**src/rtl/kmeans_result_tx_if.sv**
```systemverilog
// Output word stream of the k-means result transmitter: valid/ready with end-of-frame marker.
interface kmeans_result_tx_if #(
   parameter int PIX_W = 24
);
   logic             valid;
   logic             ready;
   logic             last;
   logic [PIX_W-1:0] data;

   modport master (output valid, output data, output last, input ready);
   modport slave  (input valid, input data, input last, output ready);
endinterface

```
**src/rtl/kmeans_result_tx.sv**
```systemverilog
// Streams a clustering result frame: header, K mean colours, then one quantized pixel per label.
//
// state | meaning
// IDLE  | waiting for start; FIFO empty
// HDR   | header word buffered, waiting for it to be accepted
// MEANS | mean words being accepted
// PIX   | label reads feeding quantized pixels through the FIFO
// DONE  | one-cycle done pulse, then back to IDLE
module kmeans_result_tx #(
   parameter int K      = 16,
   parameter int IDX_W  = 4,
   parameter int ADDR_W = 12,
   parameter int PIX_W  = 24
) (
   input  logic                  clk,
   input  logic                  reset,
   input  logic                  start,
   input  logic [7:0]            k_count,
   input  logic [ADDR_W:0]       image_size,
   input  logic [K*PIX_W-1:0]    means,
   output logic                  lbl_rd_en,
   output logic [ADDR_W-1:0]     lbl_addr,
   input  logic [IDX_W-1:0]      lbl_data,
   kmeans_result_tx_if.master    out_if,
   output logic                  busy,
   output logic                  done
);

   typedef enum logic [2:0] {IDLE, HDR, MEANS, PIX, DONE} state_t;
   state_t state, state_nx;

   logic [PIX_W-1:0]  means_r [K];
   logic [7:0]        k_r, gen_mean, acc_mean;
   logic [ADDR_W:0]   size_r, gen_addr;
   logic [1:0]        cnt;
   logic [PIX_W-1:0]  f0_data, f1_data;
   logic              f0_last, f1_last;
   logic              rd_pend, pend_last;
   logic [ADDR_W-1:0] addr_hold;

   logic              pop, push, push_last;
   logic [PIX_W-1:0]  push_data, hdr_word, lbl_word;
   logic [2:0]        occ;
   logic              producing, credit_ok, mean_push, rd_issue, start_acc;
   logic [15:0]       size16;

   assign start_acc = (state == IDLE) && start;
   assign pop       = (cnt != 2'd0) && out_if.ready;
   // A word leaving this cycle frees its slot before any newly issued read can return,
   // which is what lets the pixel phase reach one word per cycle.
   assign occ       = 3'(cnt) + 3'(rd_pend) - 3'(pop);
   assign credit_ok = occ < 3'd2;
   assign producing = (state == HDR) || (state == MEANS) || (state == PIX);
   assign mean_push = producing && (gen_mean < k_r) && credit_ok;
   assign rd_issue  = producing && (gen_mean >= k_r) && (gen_addr < size_r) && credit_ok;

   assign size16    = 16'(image_size);
   assign hdr_word  = PIX_W'({k_count, size16});
   assign lbl_word  = (8'(lbl_data) < k_r) ? means_r[lbl_data] : '0;

   assign lbl_rd_en = rd_issue;
   assign lbl_addr  = rd_issue ? gen_addr[ADDR_W-1:0] : addr_hold;

   assign out_if.valid = (cnt != 2'd0);
   assign out_if.data  = f0_data;
   assign out_if.last  = f0_last;

   assign busy = (state != IDLE);
   assign done = (state == DONE);

   // Select the single word entering the FIFO this cycle; the three sources never overlap.
   always_comb begin
      push      = 1'b0;
      push_data = '0;
      push_last = 1'b0;
      if (start_acc) begin
         push      = 1'b1;
         push_data = hdr_word;
      end else if (mean_push) begin
         push      = 1'b1;
         push_data = means_r[gen_mean[IDX_W-1:0]];
         push_last = (size_r == '0) && (gen_mean == k_r - 8'd1);
      end else if (rd_pend) begin
         push      = 1'b1;
         push_data = lbl_word;
         push_last = pend_last;
      end
   end

   // Two-entry FIFO; f0 is the head and drives the output port directly.
   always_ff @(posedge clk or posedge reset) begin
      if (reset) begin
         cnt     <= 2'd0;
         f0_data <= '0;
         f1_data <= '0;
         f0_last <= 1'b0;
         f1_last <= 1'b0;
      end else begin
         case ({push, pop})
            2'b10: begin
               if (cnt == 2'd0) begin
                  f0_data <= push_data;
                  f0_last <= push_last;
               end else begin
                  f1_data <= push_data;
                  f1_last <= push_last;
               end
               cnt <= cnt + 2'd1;
            end
            2'b01: begin
               f0_data <= f1_data;
               f0_last <= f1_last;
               cnt     <= cnt - 2'd1;
            end
            2'b11: begin
               if (cnt == 2'd1) begin
                  f0_data <= push_data;
                  f0_last <= push_last;
               end else begin
                  f0_data <= f1_data;
                  f0_last <= f1_last;
                  f1_data <= push_data;
                  f1_last <= push_last;
               end
            end
            default: ;
         endcase
      end
   end

   // Frame parameters, mean snapshot and producer counters for means and label reads.
   always_ff @(posedge clk or posedge reset) begin
      if (reset) begin
         k_r       <= 8'd0;
         size_r    <= '0;
         gen_mean  <= 8'd0;
         gen_addr  <= '0;
         rd_pend   <= 1'b0;
         pend_last <= 1'b0;
         addr_hold <= '0;
         for (int j = 0; j < K; j++) means_r[j] <= '0;
      end else begin
         rd_pend <= rd_issue;
         if (rd_issue) begin
            pend_last <= (gen_addr == size_r - (ADDR_W+1)'(1));
            gen_addr  <= gen_addr + (ADDR_W+1)'(1);
            addr_hold <= gen_addr[ADDR_W-1:0];
         end
         if (mean_push) gen_mean <= gen_mean + 8'd1;
         if (start_acc) begin
            k_r      <= k_count;
            size_r   <= image_size;
            gen_mean <= 8'd0;
            gen_addr <= '0;
            for (int j = 0; j < K; j++) means_r[j] <= means[j*PIX_W +: PIX_W];
         end
      end
   end

   // State register and count of mean words accepted by the sink.
   always_ff @(posedge clk or posedge reset) begin
      if (reset) begin
         state    <= IDLE;
         acc_mean <= 8'd0;
      end else begin
         state <= state_nx;
         if (state == IDLE)             acc_mean <= 8'd0;
         else if (state == MEANS && pop) acc_mean <= acc_mean + 8'd1;
      end
   end

   // Phase advances follow words accepted at the output, not words produced.
   always_comb begin
      state_nx = state;
      case (state)
         IDLE:  if (start) state_nx = HDR;
         HDR:   if (pop) state_nx = MEANS;
         MEANS: begin
            if (pop && f0_last)                      state_nx = DONE;
            else if (pop && acc_mean == k_r - 8'd1)  state_nx = PIX;
         end
         PIX:   if (pop && f0_last) state_nx = DONE;
         DONE:  state_nx = IDLE;
         default: state_nx = IDLE;
      endcase
   end

endmodule

```
**src/flat_wrapper.sv**
```systemverilog
// flat-port wrapper written by rule: the top's interface ports become plain ports
module kmeans_result_tx_flat 
#(
   parameter int K      = 16,
   parameter int IDX_W  = 4,
   parameter int ADDR_W = 12,
   parameter int PIX_W  = 24
)
  (clk, reset, start, k_count, image_size, means, lbl_rd_en, lbl_addr, lbl_data, busy, done, out_if_valid, out_if_data, out_if_last, out_if_ready);
  kmeans_result_tx_if #(.PIX_W(PIX_W)) out_if_i ();
  input  logic clk;
  input  logic reset;
  input  logic start;
  input  logic [7:0] k_count;
  input  logic [ADDR_W:0] image_size;
  input  logic [K*PIX_W-1:0] means;
  output logic lbl_rd_en;
  output logic [ADDR_W-1:0] lbl_addr;
  input  logic [IDX_W-1:0] lbl_data;
  output logic busy;
  output logic done;
  output wire logic [$bits(out_if_i.valid)-1:0] out_if_valid;
  output wire logic [$bits(out_if_i.data)-1:0] out_if_data;
  output wire logic [$bits(out_if_i.last)-1:0] out_if_last;
  input wire logic [$bits(out_if_i.ready)-1:0] out_if_ready;
  assign out_if_valid = out_if_i.valid;
  assign out_if_data = out_if_i.data;
  assign out_if_last = out_if_i.last;
  assign out_if_i.ready = out_if_ready;
  kmeans_result_tx #(.K(K), .IDX_W(IDX_W), .ADDR_W(ADDR_W), .PIX_W(PIX_W)) u_core (.clk(clk), .reset(reset), .start(start), .k_count(k_count), .image_size(image_size), .means(means), .lbl_rd_en(lbl_rd_en), .lbl_addr(lbl_addr), .lbl_data(lbl_data), .out_if(out_if_i), .busy(busy), .done(done));
endmodule
```
**config.mk**
```make
export PLATFORM = sky130hd
export DESIGN_NAME = kmeans_result_tx_flat
export DESIGN_NICKNAME = d
export VERILOG_FILES = /design/src/rtl/kmeans_result_tx_if.sv /design/src/rtl/kmeans_result_tx.sv /design/src/flat_wrapper.sv
export SDC_FILE = /design/constraint.sdc
export NUM_CORES = 2
export LEC_CHECK = 0
export BUFFER_PORTS_ARGS = -buffer_cell sky130_fd_sc_hd__buf_2
export CORE_UTILIZATION = 62
export DETAILED_ROUTE_END_ITERATION = 16
export GPL_ROUTABILITY_DRIVEN = 0
export PLACE_DENSITY_LB_ADDON = 0.3
export SLEW_MARGIN = 20
export SYNTH_ARGS = -nofsm -noshare
export SYNTH_HDL_FRONTEND = slang
export SYNTH_SLANG_ARGS = --single-unit
export TNS_END_PERCENT = 5
```
**constraint.sdc**
```tcl
create_clock -name clk -period 39 [get_ports clk]
set_clock_uncertainty 0.1 [all_clocks]
set_input_delay 11.7 -clock clk [delete_from_list [all_inputs] [get_ports clk]]
set_output_delay 11.7 -clock clk [all_outputs]
set_load 0.02 [all_outputs]
```
==> impl_metrics.json <==
{
  "final-setup-viol-count": 0,
  "drt_iter0_markers": 2594,
  "drv_slew": 0,
  "critPathMaxFanout": 15,
  "r2r_slack_ns": 33.78,
  "worst_slack_ns": 12.09,
  "reg2reg_to": "u_core.f1_data[4]",
  "whs_endpoint": "u_core.out_if.data[7]",
  "startpoint": "out_if_ready",
  "start_util": 0.628,
  "pwr-share-clk": 0.206,
  "grt_usage": 0.392,
  "postSynthCellCount": 2772,
  "io_buffers": 453,
  "cts_root_buffer": "clkbuf_16",
  "synth-seq-cells": 503,
  "routed_wl_um": 85300,
  "dieArea_sq_um": 44400,
  "grt_overflow": 0,
  "ys_warn_count": 0,
  "h-tree-depth": 2,
  "synth_nets": 3220,
  "rsz0062_at_grt": "false",
  "antenna_left": 0,
  "worst_slew_pin_slew_ns": 1.23,
  "antenna_found_initial": 6,
  "first_global_vias": 23450,
  "synthFlopType": "dfrtp_1",
  "relSlewSlack": 0.177,
  "vdd.ir_drop.worst_mv": 0.0452,
  "path_delay_family": "compound AO/OA/AOI/OAI gates",
  "rr_worst_depth": 18,
  "cp-end-kind": "primary output",
  "clk_latency_ns": 0.64,
  "path_clk_slew_ns": 0.06,
  "startpoint_type": "primary input",
  "syn_to_final_growth_pct": 15.8,
  "synth_area_leaders": "dfrtp_1 (47%), nand2_1 (18%), mux4_2 (16%)",
  "synth-async-reset-ratio": 1.00,
  "wire_per_inst_um": 22.7,
  "mostFrequentLayoutCells": "nand2_1 (1285), dfrtp_1 (501), buf_2 (450)",
  "dpl.hpwl_um": 60000,
  "path_buf_inv": 3,
  "synth_edf_count": 0,
  "slowest_stage": "a211o_1",
  "postCtsHoldBufs": 0,
  "vias_per_cell": 6.20,
  "cts.path.max_buffers": 3,
  "drtPass1Iterations": 6,
  "layout_commonest_cell": "nand2_1",
  "syn_area_sq_um": 27000,
  "fin_tns_setup_ns": 0,
  "required_ns": 27.20,
  "pwr_density_cell_nw_per_um2": 81.0,
  "maxCapViolations": 0,
  "seq_area_frac_synth": 0.466,
  "rows": 76,
  "p_sw_mw": 1.01,
  "p_seq_frac": 0.383,
  "fmax_mhz": 37.2,
  "postCtsResizedCells": 0,
  "synthDominantCellAreaShare": 0.466,
  "worstSetupPathType": "primary input to primary output",
  "pwr-share-comb": 0.411,
  "critPathArrivalTime_ns": 15.11,
  "drive_gt1_frac": 0.250,
  "cts_tree": "yes",
  "min_period_ns": 26.91,
  "grt_max_degree": 250,
  "core_sq_um": 43000,
  "status": "complete, no violations",
  "intPower_mw": 1.52,
  "nets": 3568,
  "cts_setup_buffers": 0,
  "placed_cells": 3648,
  "chipHeight_um": 211,
  "static-leakage-power_nw": 15.6,
  "min_path_cells": 2,
  "fin_crit_sh": 0.690,
  "grt_pass1_wl_um": 131000,
  "cts_sinks": 503,
  "cts_buffers": 54,
  "hold_start": "u_core.f1_data[7]",
  "hold_viol": 0,
  "power.share.switching": 0.398,
  "synth_top_area_cell": "dfrtp_1",
  "detailedPlace.worstSlack_ns": 12.12,
  "path_cells": "buf_2 -> nor2b_1 -> clkinv_1 -> nor2_1 -> o21ai_0 -> fa_1 -> xnor2_1 -> nand4_1 -> a211o_1 -> a211o_1 -> mux2_1 -> buf_2",
  "avgSynthCellArea_sq_um": 9.74,
  "die_w_um": 211,
  "ios": 454,
  "remaining_drc_errors": 0,
  "slowest_delay_ns": 0.53,
  "vias": 23244,
  "regToRegStartpoint": "u_core.cnt[1]",
  "stdcell_count": 3750,
  "hp-class": "flop to flop",
  "synthDistinctLibCells": 66
}
per-stage QoR:
step	utilization	total power, mW	area, sq um	hold slack, ns
floorplan	-	1.64	27000	0.350
global placement	0.685	1.92	29400	0.361
detailed placement	0.685	1.98	29400	0.364
CTS	0.726	2.51	31200	0.378
global route	0.727	2.66	31300	0.400
finish	0.727	2.53	31300	0.384
worst max-delay path by stage:
stage | to | cells past startpoint | slack [ns]
2_1_floorplan | lbl_addr[10] | 11 | 12.85
5_1_grt | lbl_addr[4] | 12 | 11.80
6_report | lbl_addr[6] | 12 | 12.09
3_5_place_dp | lbl_addr[10] | 12 | 12.12
4_1_cts | lbl_addr[10] | 12 | 12.12
3_3_place_gp | lbl_addr[6] | 12 | 12.26
power groups by stage:
| stage | clock [mW] | sequential [mW] | combinational (mW) |
|---|---|---|---|
| 2_1_floorplan | 0 | 0.897 | 0.740 |
| 3_3_place_gp | 0 | 0.944 | 0.977 |
| 3_5_place_dp | 0 | 0.966 | 1.01 |
| 4_1_cts | 0.524 | 0.960 | 1.02 |
| 5_1_grt | 0.545 | 0.996 | 1.12 |
| 6_report | 0.522 | 0.970 | 1.04 |
state kept, by name, indices dropped and copies added, names as in the netlist, 2 cells and up:
name	cells
u_core.f1_data	24
u_core.means_r	384
u_core.acc_mean	8
u_core.k_r	8
u_core.gen_addr	13
u_core.cnt	2
u_core.size_r	13
u_core.out_if.data	24
u_core.state	3
u_core.addr_hold	12
u_core.gen_mean	8
cell usage after synthesis (10+ instances only):
master	count
a21oi_1	13
a22oi_1	58
buf_2	72
clkbuf_1	98
dfrtp_1	503
ha_1	34
inv_1	61
mux2i_1	59
mux4_2	192
nand2_1	1285
nand3_1	17
nand4_1	10
nor2_1	27
nor3_1	10
o21ai_0	76
o221ai_1	24
o22ai_1	34
or2_2	13
xnor2_1	38
xor2_1	10
area by class of cell:
class / instances / area [sq um]
Inverter: 62 / 240
Clock buffer: 77 / 1490
Tap cell: 585 / 732
Sequential cell: 503 / 12600
Multi-Input combinational cell: 2021 / 13400
Clock inverter: 21 / 282
Timing Repair Buffer: 478 / 2530
Fill cell: 3128 / 11700
Antenna cell: 3 / 7.51
cell families (layout without fill, tap and decap cells):
| logic type | Yosys count | in the layout | synth area share |
|---|---|---|---|
| simple gates | 1418 | 1418 | 0.208 |
| xor+xnor | 51 | 51 | 0.0181 |
| compound gates | 252 | 252 | 0.0634 |
| other cells | 0 | 3 | 0 |
| flops | 503 | 503 | 0.466 |
| mux | 265 | 265 | 0.188 |
| buf+inv | 248 | 638 | 0.0395 |
| fa+ha+maj | 35 | 35 | 0.0165 |
worst reg2reg max path, stage by stage (launching register included):
cell and delay (ns):
dfrtp_1 0.43, inv_1 0.11, ha_1 0.25, nor2b_1 0.33
clkinv_1 0.30, nor2_1 0.22, o21ai_0 0.16, fa_1 0.43
xnor2_1 0.16, nand4_1 0.16, or2_1 0.25, buf_4 0.26
o211ai_2 0.32, ha_1 0.27, nand2_1 0.07, o211ai_1 0.10
buf_4 0.35, nand2b_1 0.54, o21ai_0 0.23
layer usage:
metal / up-vias / wire length (um) / global-route usage
li1: 10129 / - / -
met1: 11396 / 30100 / 0.496
met2: 1399 / 40100 / 0.610
met3: 314 / 8160 / 0.0776
met4: 6 / 6800 / 0.282
met5: - / 39 / 0
(Power assumes the default switching activity.)
